==> config.mk <==
export PLATFORM = sky130hd
export DESIGN_NAME = conv_tap_mac_flat
export DESIGN_NICKNAME = d
export VERILOG_FILES = /design/src/rtl/conv_tap_mac_if.sv /design/src/rtl/conv_tap_mac.sv /design/src/flat_wrapper.sv
export SDC_FILE = /design/constraint.sdc
export NUM_CORES = 1
export LEC_CHECK = 0
export CAP_MARGIN = 20
export CORE_MARGIN = 8
export CORE_UTILIZATION = 50
export DETAILED_ROUTE_END_ITERATION = 12
export MAX_ROUTING_LAYER = met4
export PLACE_DENSITY = 0.72
export SLEW_MARGIN = 20
export SYNTH_ARGS = -nofsm -noshare
export SYNTH_HDL_FRONTEND = slang
export SYNTH_SLANG_ARGS = --single-unit
export TNS_END_PERCENT = 10
==> constraint.sdc <==
create_clock -name clk -period 17.48 [get_ports clk]
set_clock_uncertainty 0.1 [all_clocks]
set_input_delay 5.244 -clock clk [delete_from_list [all_inputs] [get_ports clk]]
set_output_delay 5.244 -clock clk [all_outputs]
set_load 0.01 [all_outputs]
==> src/rtl/conv_tap_mac_if.sv <==
// Request/result bundle between the window buffer, the tap MAC and the edge-magnitude stage.
// The master drives the window and coefficients; the slave (conv_tap_mac) returns the signed sum.
interface conv_tap_mac_if #(
    parameter int unsigned PIX_W  = 4,
    parameter int unsigned COEF_W = 5,
    parameter int unsigned ACC_W  = 13
);
    logic                             start;
    logic [1:0]                       mode;
    logic [2:0][2:0][PIX_W-1:0]       pixels;
    logic [2:0][2:0][COEF_W-1:0]      filter;
    logic                             busy;
    logic                             done;
    logic [ACC_W-1:0]                 result;

    modport master (
        output start, mode, pixels, filter,
        input  busy, done, result
    );

    modport slave (
        input  start, mode, pixels, filter,
        output busy, done, result
    );
endinterface

==> src/rtl/conv_tap_mac.sv <==
// 3x3 convolution tap sequencer with a registered signed MAC; X/Y use 6 taps, FULL uses 9.
// Pixel (i,j) is weighted by filter[j][2-i]; the result is valid in the cycle done is high.
module conv_tap_mac #(
    parameter int unsigned PIX_W  = 4,
    parameter int unsigned COEF_W = 5,
    parameter int unsigned ACC_W  = 13
) (
    input  logic          clk,
    input  logic          n_rst,
    conv_tap_mac_if.slave bus
);
    localparam int unsigned PROD_W = PIX_W + COEF_W + 1;

    if (ACC_W < PIX_W + COEF_W + 4) begin : g_bad_acc_w
        $error("conv_tap_mac: ACC_W must be at least PIX_W+COEF_W+4");
    end

    typedef enum logic [1:0] {IDLE, TAP, DRAIN, DONE} state_e;

    state_e                         state_q, state_d;
    logic [3:0]                     k_q, k_d;
    logic [1:0]                     mode_q, mode_d;
    logic [2:0][2:0][PIX_W-1:0]     pix_q, pix_d;
    logic [2:0][2:0][COEF_W-1:0]    flt_q, flt_d;
    logic signed [PROD_W-1:0]       prod_q, prod_d;
    logic signed [ACC_W-1:0]        acc_q, acc_d;
    logic signed [ACC_W-1:0]        result_q, result_d;

    logic [1:0]                     div3, mod3, ti, tj;
    logic [3:0]                     k_last;
    logic [PIX_W-1:0]               tap_pix;
    logic [COEF_W-1:0]              tap_coef;
    logic signed [PROD_W-1:0]       tap_prod;
    logic signed [ACC_W-1:0]        prod_ext;

    // Modes 10 and 11 both run the full 9-tap raster.
    assign k_last = mode_q[1] ? 4'd8 : 4'd5;

    always_comb begin
        div3 = 2'd0;
        mod3 = 2'd0;
        case (k_q)
            4'd0:    begin div3 = 2'd0; mod3 = 2'd0; end
            4'd1:    begin div3 = 2'd0; mod3 = 2'd1; end
            4'd2:    begin div3 = 2'd0; mod3 = 2'd2; end
            4'd3:    begin div3 = 2'd1; mod3 = 2'd0; end
            4'd4:    begin div3 = 2'd1; mod3 = 2'd1; end
            4'd5:    begin div3 = 2'd1; mod3 = 2'd2; end
            4'd6:    begin div3 = 2'd2; mod3 = 2'd0; end
            4'd7:    begin div3 = 2'd2; mod3 = 2'd1; end
            4'd8:    begin div3 = 2'd2; mod3 = 2'd2; end
            default: begin div3 = 2'd0; mod3 = 2'd0; end
        endcase
    end

    // X walks rows 0 then 2, Y walks columns 0 then 2; div3 picks the outer row/column.
    always_comb begin
        ti = 2'd0;
        tj = 2'd0;
        case (mode_q)
            2'b00: begin
                ti = (div3 == 2'd0) ? 2'd0 : 2'd2;
                tj = mod3;
            end
            2'b01: begin
                ti = mod3;
                tj = (div3 == 2'd0) ? 2'd0 : 2'd2;
            end
            default: begin
                ti = div3;
                tj = mod3;
            end
        endcase
    end

    assign tap_pix  = pix_q[ti][tj];
    assign tap_coef = flt_q[tj][2'd2 - ti];
    assign tap_prod = $signed({1'b0, tap_pix}) * $signed(tap_coef);
    assign prod_ext = ACC_W'(prod_q);

    always_comb begin
        state_d  = state_q;
        k_d      = k_q;
        mode_d   = mode_q;
        pix_d    = pix_q;
        flt_d    = flt_q;
        prod_d   = '0;
        acc_d    = acc_q;
        result_d = result_q;
        case (state_q)
            IDLE: begin
                if (bus.start) begin
                    state_d = TAP;
                    k_d     = '0;
                    mode_d  = bus.mode;
                    pix_d   = bus.pixels;
                    flt_d   = bus.filter;
                    acc_d   = '0;
                end
            end
            TAP: begin
                prod_d = tap_prod;
                // prod_q is still zero on the first tap, so accumulating unconditionally is safe.
                acc_d  = acc_q + prod_ext;
                if (k_q == k_last) begin
                    state_d = DRAIN;
                    k_d     = '0;
                end else begin
                    k_d = k_q + 4'd1;
                end
            end
            DRAIN: begin
                acc_d    = acc_q + prod_ext;
                result_d = acc_q + prod_ext;
                state_d  = DONE;
            end
            DONE: begin
                state_d = IDLE;
            end
            default: begin
                state_d = IDLE;
            end
        endcase
    end

    always_ff @(posedge clk or negedge n_rst) begin
        if (!n_rst) begin
            state_q  <= IDLE;
            k_q      <= '0;
            mode_q   <= '0;
            pix_q    <= '0;
            flt_q    <= '0;
            prod_q   <= '0;
            acc_q    <= '0;
            result_q <= '0;
        end else begin
            state_q  <= state_d;
            k_q      <= k_d;
            mode_q   <= mode_d;
            pix_q    <= pix_d;
            flt_q    <= flt_d;
            prod_q   <= prod_d;
            acc_q    <= acc_d;
            result_q <= result_d;
        end
    end

    assign bus.busy   = (state_q != IDLE);
    assign bus.done   = (state_q == DONE);
    assign bus.result = result_q;
endmodule

==> src/flat_wrapper.sv <==
// flat-port wrapper written by rule: the top's interface ports become plain ports
module conv_tap_mac_flat 
#(
    parameter int unsigned PIX_W  = 4,
    parameter int unsigned COEF_W = 5,
    parameter int unsigned ACC_W  = 13
)
  (clk, n_rst, bus_start, bus_mode, bus_pixels, bus_filter, bus_busy, bus_done, bus_result);
  conv_tap_mac_if #(.PIX_W(PIX_W), .COEF_W(COEF_W), .ACC_W(ACC_W)) bus_i ();
  input  logic clk;
  input  logic n_rst;
  input wire logic [$bits(bus_i.start)-1:0] bus_start;
  input wire logic [$bits(bus_i.mode)-1:0] bus_mode;
  input wire logic [$bits(bus_i.pixels)-1:0] bus_pixels;
  input wire logic [$bits(bus_i.filter)-1:0] bus_filter;
  output wire logic [$bits(bus_i.busy)-1:0] bus_busy;
  output wire logic [$bits(bus_i.done)-1:0] bus_done;
  output wire logic [$bits(bus_i.result)-1:0] bus_result;
  assign bus_i.start = bus_start;
  assign bus_i.mode = bus_mode;
  assign bus_i.pixels = bus_pixels;
  assign bus_i.filter = bus_filter;
  assign bus_busy = bus_i.busy;
  assign bus_done = bus_i.done;
  assign bus_result = bus_i.result;
  conv_tap_mac #(.PIX_W(PIX_W), .COEF_W(COEF_W), .ACC_W(ACC_W)) u_core (.clk(clk), .n_rst(n_rst), .bus(bus_i));
endmodule
==> metrics.md <==
| Metric | Value |
|---|---|
| Initial antenna violation count | `0` |
| Initial DRC count | `236` |
| Final worst-path cycle share | `43.7%` |
| Final GP Congestion | `0.815` |
| Distinct cell type count after synthesis | `79` |
| CTS root buf | `clkbuf_16` |
| Core area | `13900 um2` |
| Post-CTS resize count | `0` |
| Post-synthesis instance total | `605` |
| Initial Utilization | `51.3%` |
| Min Tclk post-route | `7.63 ns` |
| Rel. slew slack | `27.2%` |
| Startpoint types | `flip-flop` |
| CTS H-tree depth | `4` |
| Critical path capture point type | `output pin` |
| IO Count | `101` |
| First-pass GRT wire length | `25.8 mm` |
| Unrepaired setup endpoints after global routing | `no` |
| Most used cell, CP | `inv_1` |
| Port bufs | `100` |
| CTS Buf Count | `17` |
| Crit-path cells | `inv_1, ha_1, inv_1, clkdlybuf4s50_1` |
| Post-DP HPWL | `11.4 mm` |
| Hold Path Class | `reg -> reg` |
| Clk_lat worst skew | `0.42 ns` |
| Syn_nets | `740` |
| FFs w/ async S/R, synth | `100%` |
| GRT overflow | `0` |
| Die height | `135 um` |
| Area leader, netlist | `dfrtp_1` |
| Most frequent cell after synthesis | `dfrtp_1` |
| Sequential area share after synthesis | `43.9%` |
| Setup TNS | `0 ns` |
| DRC errors left | `0` |
| Critical path peak fanout | `16` |
| Syn avg cell area | `11.8 um2` |
| Vias in the first global route | `5405` |
| Sink Count | `125` |
| Routed wire length | `15.4 mm` |
| Synthesized area | `7120 um2` |
| Status | `complete, no violations` |
| GR Util All Layers | `18.1%` |
| Max stage delay on crit path | `0.59 ns` |
| Yosys synthesis warning count | `0` |
| Drt wl/cell | `17.3 um` |
| CP max stage cell | `ha_1` |
| CTS tree | `built` |
| ANT cells | `0` |
| Top-area cell type share of the netlist area | `43.9%` |
| Most used DFF post-synth | `dfrtp_1` |
| CP Buf/Inv Count | `3` |
| DIE AREA | `18300 um2` |
| Peak Freq | `131 MHz` |
| Detailed Routing Iterations Pass 1 | `4` |
| Synthesis-to-finish area growth | `24.9%` |
| Synth cell count leaders | `dfrtp_1, mux2_2, ha_1, nor2_1, inv_1` |
| Arrival time worst endpoint | `2.29 ns` |
| Die Wd | `135 um` |
| Critical path class | `reg -> out` |
| DRT antenna net count | `0` |
| Post-synth EDFFs | `0` |
| Fin. Hold Viols | `0` |
| Synth area leaders | `dfrtp_1, mux2_2, ha_1, mux2i_1, fa_1` |
| Via density | `5.56` |
| Layout cell share with drive strength beyond 1 | `21.7%` |
| Nets | `837` |
| Vias after detailed routing | `4972` |
| Max-cap viol count | `0` |
| #FFs+latches synth | `125` |
| CTS clk-pin slew, worst paths | `0.05 ns` |
| Pins Over Slew Limit | `0` |
| # setup viols final | `0` |
| CTS Hold Bufs | `0` |
| Max Root-Sink Buffers | `2` |
| Largest delay share family, worst path | `buffers and inverters` |
| Slew at the pin closest to its max-slew limit | `1.09 ns` |
| Row cnt | `43` |
| Setup bufs post-CTS | `0` |
| CP required | `12.14 ns` |
| Largest net degree at the start of global routing | `85` |
| Fillers | `1092` |
## metrics by stage
| step | util [%] | hold slack (ns) | instances | worst slack [ns] | instance area (um2) |
|---|---|---|---|---|---|
| after global routing | 64.0 | 0.413 | 895 | 9.71 | 8890 |
| after floorplan | - | 0.370 | 605 | 10.94 | 7120 |
| after detailed placement | 59.3 | 0.389 | 863 | 9.76 | 8230 |
| after CTS | 64.0 | 0.402 | 895 | 9.80 | 8880 |
| final | 64.0 | 0.400 | 895 | 9.85 | 8890 |
| after global placement | 59.3 | 0.381 | 863 | 9.89 | 8230 |
## final cells by class
type / instances / area, um2 / area share [%]
well taps: 180 / 225 / 2.53
clock buffers: 20 / 467 / 5.25
inverters: 36 / 135 / 1.52
clock inverters: 12 / 181 / 2.04
repair buffers: 103 / 1020 / 11.5
multi-input cells: 419 / 3730 / 41.9
flip-flops and latches: 125 / 3130 / 35.2
## cell families (layout without fill, tap and decap cells)
family / Yosys count / in the layout / share of synthesized area (%)
multiplexers: 130 / 130 / 20.8
flip-flops: 125 / 125 / 43.9
AO/OA/AOI/OAI: 113 / 113 / 11.7
AND/OR/NAND/NOR: 112 / 112 / 8.17
buffers and inverters: 61 / 171 / 3.85
adder cells (fa/ha/maj): 49 / 49 / 9.46
XOR/XNOR: 15 / 15 / 2.04
## worst register-to-register path: stages (launching register included)
cell and delay (ns):
dfrtp_1 0.54, inv_1 0.12, ha_1 0.36, nand2b_1 0.22
a211oi_4 0.46, buf_4 0.37, o31a_2 0.39, a21oi_1 0.11
o21ai_1 0.14, a32oi_1 0.19, or2_1 0.32, fa_1 0.49
fa_1 0.52, fa_1 0.54, inv_1 0.06, fa_1 0.46
a21o_1 0.17, a21oi_1 0.24, o21bai_1 0.09, a21oi_1 0.19
xor2_1 0.18, nor2_1 0.05
## layout by cell type, fill, tap and decap left out, drive strengths merged, types with 3 or more instances in the layout
cell,count
a221oi,4
clkbuf,20
fa,8
a21oi,16
o22ai,4
nand2,20
nor2b,4
o31a,3
mux2,96
a31oi,4
a22oi,8
a311oi,3
nand3b,3
nor3,7
a211oi,4
clkdlybuf4s50,99
dfrtp,125
mux4,4
clkinv,5
xnor2,9
nand2b,7
o211ai,5
inv,38
o21ai,34
or2,4
a21o,4
ha,41
nor2,38
nand3,7
o21a,5
buf,4
a32oi,4
bufinv,4
or3,3
and2,8
xor2,5
mux2i,30
## layer usage
metal | global-route usage (%) | up-vias | share of wire, %
li1 | - | 2371 | -
met1 | 22.0 | 2475 | 46
met2 | 29.4 | 109 | 50
met3 | 4.30 | 17 | 3.5
met4 | 5.31 | 0 | 1.2
met5 | - | - | 0
## flip-flops by register name, indices dropped and copies added, names as in the netlist
name               flops
u_core.acc_q          13
u_core.bus.result     13
u_core.flt_q          45
u_core.k_q             4
u_core.mode_q          2
u_core.pix_q          36
u_core.prod_q         10
u_core.state_q         2
## worst paths after layout
path | cells past startpoint | slack (ns) | endpoint | from
max reg2reg | 21 | 11.04 | u_core.prod_q[9] | u_core.k_q[0]
min in group asynchronous | 1 | 4.73 | u_core.mode_q[0] | n_rst
min | 1 | 0.40 | u_core.pix_q[0] | u_core.pix_q[0]
max in group asynchronous | 2 | 11.44 | u_core.flt_q[5] | n_rst
min reg2reg | 1 | 0.40 | u_core.pix_q[0] | u_core.pix_q[0]
max | 4 | 9.85 | bus_busy | u_core.state_q[0]
Power is left out: the tool's default activity adds up to more than one toggle a clock period on the data nets, which glitch-free logic cannot reach.
